==> src/rtl/udma_hyper_pkg.sv <==
// Shared types for the hyperbus transaction scheduler: FSM state encoding and
// the channel-index width helper used by the arbiter and the top.
package udma_hyper_pkg;

  typedef enum logic [1:0] {
    SCH_IDLE,
    SCH_ISSUE,
    SCH_ACTIVE,
    SCH_RECOVER
  } sched_state_e;

  function automatic int id_width(input int nb_ch);
    return (nb_ch > 1) ? $clog2(nb_ch) : 1;
  endfunction

endpackage

==> src/rtl/udma_hyper_rr_arb.sv <==
// Round-robin pick: first asserted request at or after ptr, wrapping at NB_CH.
// Purely combinational; no state, no backpressure of its own.
module udma_hyper_rr_arb
  import udma_hyper_pkg::*;
#(
  parameter  int NB_CH = 8,
  localparam int ID_W  = id_width(NB_CH)
) (
  input  logic [NB_CH-1:0] req,
  input  logic [ID_W-1:0]  ptr,
  output logic [NB_CH-1:0] gnt,
  output logic [ID_W-1:0]  gnt_idx,
  output logic             gnt_vld
);

  logic [ID_W-1:0] idx;

  always_comb begin
    gnt     = '0;
    gnt_idx = '0;
    gnt_vld = 1'b0;
    idx     = '0;
    for (int k = 0; k < NB_CH; k++) begin
      idx = ID_W'((32'(ptr) + 32'(k)) % NB_CH);
      if (!gnt_vld && req[idx]) begin
        gnt[idx] = 1'b1;
        gnt_idx  = idx;
        gnt_vld  = 1'b1;
      end
    end
  end

endmodule

==> src/rtl/udma_hyper_trans_sched.sv <==
// Serialises uDMA channel descriptors onto one hyperbus PHY, one in flight, RR fair.
// Grant to phy_valid: 1 cycle; descriptor held until phy_ready; recovery gap after done.
module udma_hyper_trans_sched
  import udma_hyper_pkg::*;
#(
  parameter  int NB_CH      = 8,
  parameter  int TRANS_SIZE = 16,
  parameter  int ADDR_WIDTH = 32,
  localparam int ID_W       = id_width(NB_CH)
) (
  input  logic                        clk_i,
  input  logic                        rst_ni,
  input  logic [NB_CH-1:0]            req_valid_i,
  output logic [NB_CH-1:0]            req_ready_o,
  input  logic [NB_CH*ADDR_WIDTH-1:0] req_addr_i,
  input  logic [NB_CH*TRANS_SIZE-1:0] req_size_i,
  input  logic [NB_CH-1:0]            req_rwn_i,
  input  logic [31:0]                 cfg_t_read_write_recovery_i,
  output logic                        phy_valid_o,
  input  logic                        phy_ready_i,
  output logic [ADDR_WIDTH-1:0]       phy_addr_o,
  output logic [TRANS_SIZE-1:0]       phy_size_o,
  output logic                        phy_rwn_o,
  output logic [ID_W-1:0]             phy_id_o,
  input  logic                        phy_done_i,
  output logic [NB_CH-1:0]            busy_vec_o
);

  sched_state_e           state;
  logic [ID_W-1:0]        ptr;
  logic [ID_W-1:0]        ptr_nxt;
  logic [31:0]            rec_cnt;
  logic [NB_CH-1:0]       gnt;
  logic [ID_W-1:0]        gnt_idx;
  logic                   gnt_vld;
  logic [ADDR_WIDTH-1:0]  sel_addr;
  logic [TRANS_SIZE-1:0]  sel_size;
  logic                   sel_rwn;

  udma_hyper_rr_arb #(.NB_CH(NB_CH)) i_arb (
    .req     (req_valid_i),
    .ptr     (ptr),
    .gnt     (gnt),
    .gnt_idx (gnt_idx),
    .gnt_vld (gnt_vld)
  );

  // Ready is only offered while idle and out of reset, so nothing is consumed that won't be latched.
  assign req_ready_o = (rst_ni && state == SCH_IDLE && gnt_vld) ? gnt : '0;
  assign ptr_nxt     = (gnt_idx == ID_W'(NB_CH - 1)) ? '0 : gnt_idx + 1'b1;

  always_comb begin
    sel_addr = '0;
    sel_size = '0;
    sel_rwn  = 1'b0;
    for (int i = 0; i < NB_CH; i++) begin
      if (gnt[i]) begin
        sel_addr = req_addr_i[i*ADDR_WIDTH +: ADDR_WIDTH];
        sel_size = req_size_i[i*TRANS_SIZE +: TRANS_SIZE];
        sel_rwn  = req_rwn_i[i];
      end
    end
  end

  always_ff @(posedge clk_i) begin
    if (!rst_ni) begin
      state       <= SCH_IDLE;
      ptr         <= '0;
      rec_cnt     <= '0;
      phy_valid_o <= 1'b0;
      phy_addr_o  <= '0;
      phy_size_o  <= '0;
      phy_rwn_o   <= 1'b0;
      phy_id_o    <= '0;
      busy_vec_o  <= '0;
    end else begin
      case (state)
        SCH_IDLE: begin
          if (gnt_vld) begin
            phy_addr_o  <= sel_addr;
            phy_size_o  <= sel_size;
            phy_rwn_o   <= sel_rwn;
            phy_id_o    <= gnt_idx;
            busy_vec_o  <= gnt;
            ptr         <= ptr_nxt;
            phy_valid_o <= 1'b1;
            state       <= SCH_ISSUE;
          end
        end
        SCH_ISSUE: begin
          if (phy_ready_i) begin
            phy_valid_o <= 1'b0;
            state       <= SCH_ACTIVE;
          end
        end
        SCH_ACTIVE: begin
          if (phy_done_i) begin
            busy_vec_o <= '0;
            if (cfg_t_read_write_recovery_i == 32'd0) begin
              state <= SCH_IDLE;
            end else begin
              rec_cnt <= cfg_t_read_write_recovery_i;
              state   <= SCH_RECOVER;
            end
          end
        end
        SCH_RECOVER: begin
          // The cycle that sees 1 is the last gap cycle, giving exactly cfg cycles here.
          rec_cnt <= rec_cnt - 32'd1;
          if (rec_cnt == 32'd1) state <= SCH_IDLE;
        end
        default: state <= SCH_IDLE;
      endcase
    end
  end

endmodule

==> config.mk <==
export PLATFORM = sky130hd
export DESIGN_NAME = udma_hyper_trans_sched
export DESIGN_NICKNAME = d
export VERILOG_FILES = /design/src/rtl/udma_hyper_pkg.sv /design/src/rtl/udma_hyper_rr_arb.sv /design/src/rtl/udma_hyper_trans_sched.sv
export SDC_FILE = /design/constraint.sdc
export NUM_CORES = 1
export LEC_CHECK = 0
export ABC_AREA = 1
export BUFFER_PORTS_ARGS = -buffer_cell sky130_fd_sc_hd__clkbuf_2
export CORE_AREA = 2 2 196 198
export DETAILED_ROUTE_END_ITERATION = 8
export DIE_AREA = 0 0 198 200
export MAX_ROUTING_LAYER = met4
export PLACE_DENSITY = 0.52
export SYNTH_ARGS = -nofsm -noshare
export SYNTH_HDL_FRONTEND = slang
export SYNTH_SLANG_ARGS = --single-unit
==> constraint.sdc <==
create_clock -name clk_i -period 4.14 [get_ports clk_i]
set_clock_uncertainty 0.05 [all_clocks]
set_input_delay 0.207 -clock clk_i [delete_from_list [all_inputs] [get_ports clk_i]]
set_output_delay 0.207 -clock clk_i [all_outputs]
set_load 0.05 [all_outputs]
==> results.json <==
{
  "switching_power_w": 0.00724,
  "dp_hpwl_mm": 39.8,
  "hold_path_class": "input port to flop",
  "final_cell_area_sq_um": 13000,
  "worst_ep_required_time_ps": 3880,
  "rr_startpoint": "ptr[0]",
  "cts-htree-levels": 3,
  "critPathArrivalTime_ps": 3570,
  "post-route-period-util": 0.924,
  "path_max_fanout": 99,
  "total_power_w": 0.0120,
  "ctsHoldBuffers": 0,
  "seq_area_frac_synth": 0.204,
  "netlist.area_leader.share": 0.204,
  "start_util": 0.258,
  "r2r_end": "phy_size_o[6]",
  "cts.path.max_buffers": 2,
  "setup_violations": 0,
  "io_buffers": 504,
  "drive_gt1_frac": 0.273,
  "setup_ws_ps": 316,
  "die_x_um": 198,
  "switching_share": 0.605,
  "path_clk_slew_ps": 90,
  "grt_pass1_wl_mm": 74.5,
  "synth_common_cells": "506 x nand2_1, 328 x a21oi_1, 185 x nor2_1",
  "vdd_ir_drop_max_v": 0.000368,
  "worstSetupStartpointType": "flop",
  "p_seq_frac": 0.128,
  "setup_tns_ps": 0,
  "area_growth_pct": 34.4,
  "drv_slew": 0,
  "postCtsSetupBuffers": 0,
  "die_y_um": 200,
  "synth-seq-cells": 98,
  "power.density_nw_per_um2": 923,
  "synthArstFlopShare": 0,
  "synth_edf_count": 0,
  "numCtsBuffers": 9,
  "antenna_found_initial": 16,
  "worstSetupStartpoint": "ptr[0]",
  "drt_iter0_drc": 912,
  "clock-root-buffer": "clkbuf_16",
  "cts_tree": "yes",
  "drv_cap": 0,
  "synth_most_common_cell": "nand2_1",
  "post-synth-top-area-cell": "dfxtp_1",
  "worstMarginPinSlew_ps": 1100,
  "synth_area_sq_um": 9640,
  "gp_congestion": 0.938,
  "yosysWarnings": 0,
  "num_rows": 71,
  "yosys-top-cells-area": "dfxtp_1 20%, nand2_1 20%, a21oi_1 17%",
  "drt_first_pass_iters": 5,
  "crit_end": "req_ready_o[4]",
  "io_pins": 505,
  "ff2ff_setup_slack_ps": 470,
  "nets": 2657,
  "outcome": "complete, no violations",
  "syn_nets": 2215,
  "clkLatencyLatePin_ps": 370,
  "timing.hold.ws_ps": 46.7,
  "gr-total-overflow": 0,
  "drt_wl_total_mm": 51.3,
  "worstRegToRegCells": 22,
  "period_needed_ps": 3820,
  "grt_pass1_vias": 13100,
  "p_clk_frac": 0.075,
  "grt_use_total": 0.257,
  "fmax_mhz": 261,
  "synthDistinctLibCells": 50,
  "post_dp_cell_area_sq_um": 12600,
  "viasPerCell": 4.90,
  "drc": 0,
  "p_comb_frac": 0.797,
  "dp_slack_ps": 454,
  "p_int_w": 0.00472,
  "grt_max_degree": 100,
  "cp-end-kind": "output port",
  "wl_per_cell_um": 18.7,
  "syn_area_per_cell_sq_um": 5.45,
  "leakage_nw": 7.07,
  "core_sq_um": 37400,
  "rsz0062_at_grt": "no",
  "slew_headroom": 0.266,
  "hold_viol_final": 0,
  "num_vias": 13400,
  "cts.sinks": 98,
  "detail-route-antenna-nets": 0,
  "critical_path_class": "flop to output port",
  "syn_inst": 1769,
  "dieArea_sq_um": 39600,
  "synthFlopType": "dfxtp_1"
}
-- kinds of logic after synthesis --
kind of cell | count (synthesis) | synth area share
simple gates | 869 | 0.375
compound gates | 464 | 0.252
buf+inv | 308 | 0.138
flops | 98 | 0.204
xor+xnor | 20 | 0.0182
fa+ha+maj | 10 | 0.0130
-- sequential cells by signal, indices dropped and copies added (netlist names) --
signal / flops
ptr: 3
phy_id_o: 3
phy_size_o: 16
state: 2
busy_vec_o: 8
phy_rwn_o: 1
phy_addr_o: 32
phy_valid_o: 1
rec_cnt: 32
-- layout make-up --
| class | instances | area, sq um |
|---|---|---|
| timing repair buffer | 541 | 2900 |
| clock inverter | 6 | 51.3 |
| fill | 4319 | 24400 |
| antenna | 16 | 40.0 |
| clock buffer | 10 | 229 |
| inverter | 198 | 743 |
| tap | 511 | 639 |
| sequential | 98 | 1960 |
| multi-input combinational | 1363 | 6390 |
-- critical path: stages, from the launching register on --
cell and delay, ps:
dfxtp_1 390, inv_2 90, ha_1 410, inv_2 130, nand3_1 80, nand2_1 90
nor2_1 50, nor2_2 200, inv_1 120, nor2_4 190, nand3_2 220, inv_2 220
a21oi_2 100, nand3_4 80, buf_12 290, inv_1 110, nor2_1 110, clkbuf_2 280
-- power groups by stage --
| stage | registers, W | logic (W) | clock network, W |
|---|---|---|---|
| floorplan | 0.00220 | 0.00627 | 0 |
| global placement | 0.00154 | 0.00951 | 0 |
| detailed placement | 0.00154 | 0.00953 | 0 |
| CTS | 0.00153 | 0.00956 | 0.000923 |
| global route | 0.00157 | 0.0107 | 0.000953 |
| finish | 0.00153 | 0.00953 | 0.000897 |
-- cell usage in the layout, fill, tap and decap left out, types with 2 or more instances in the layout --
master,count
xor2_1,10
nand2_1,505
nor2_4,2
nor3_1,26
o211ai_1,5
o221ai_1,3
diode_2,16
o22ai_1,11
nand2_2,6
buf_12,8
inv_1,182
a21oi_2,3
inv_2,14
nor2_2,3
nand3_2,7
o2111ai_1,5
ha_1,10
clkbuf_16,9
o21ai_0,91
a31oi_1,8
nand4_1,12
buf_4,29
nor2_1,184
clkinv_4,3
nand3_4,3
xnor2_1,10
dfxtp_1,97
nor4_1,6
nand3_1,102
clkinv_1,2
nor3_2,2
or2_2,2
a21oi_1,328
clkbuf_2,504
-- metal layers --
metal  routed length, um  up-vias  GRT usage
met1               19800     6157      0.275
met3                3750       96     0.0637
met4                2150        0      0.116
met2               25700      528      0.449
met5                   0        -          -
li1                    -     6647          -
-- per-stage QoR --
stage | instances | utilization
6_report | 2743 | 0.346
5_1_grt | 2742 | 0.346
4_1_cts | 2727 | 0.345
3_5_place_dp | 2711 | 0.338
3_3_place_gp | 2711 | 0.338
2_1_floorplan | 1769 | -
-- worst min path at each step --
stage / start / end / slack, ps / cells after the start
floorplan: cfg_t_read_write_recovery_i[10] / rec_cnt[10] / 310 / 2
global route: cfg_t_read_write_recovery_i[8] / rec_cnt[8] / 60 / 3
global placement: busy_vec_o[0] / busy_vec_o[0] / 410 / 2
finish: cfg_t_read_write_recovery_i[2] / rec_cnt[2] / 50 / 3
detailed placement: busy_vec_o[2] / busy_vec_o[2] / 410 / 2
CTS: cfg_t_read_write_recovery_i[2] / rec_cnt[2] / 30 / 3
-- what timing repair did --
item | 4_1_cts | 5_1_grt
gates resized for setup | 0 | 2
endpoints found under the hold margin | 0 | 0
endpoints found under the setup margin | 0 | 6
Power figures use the tool's default switching activity.
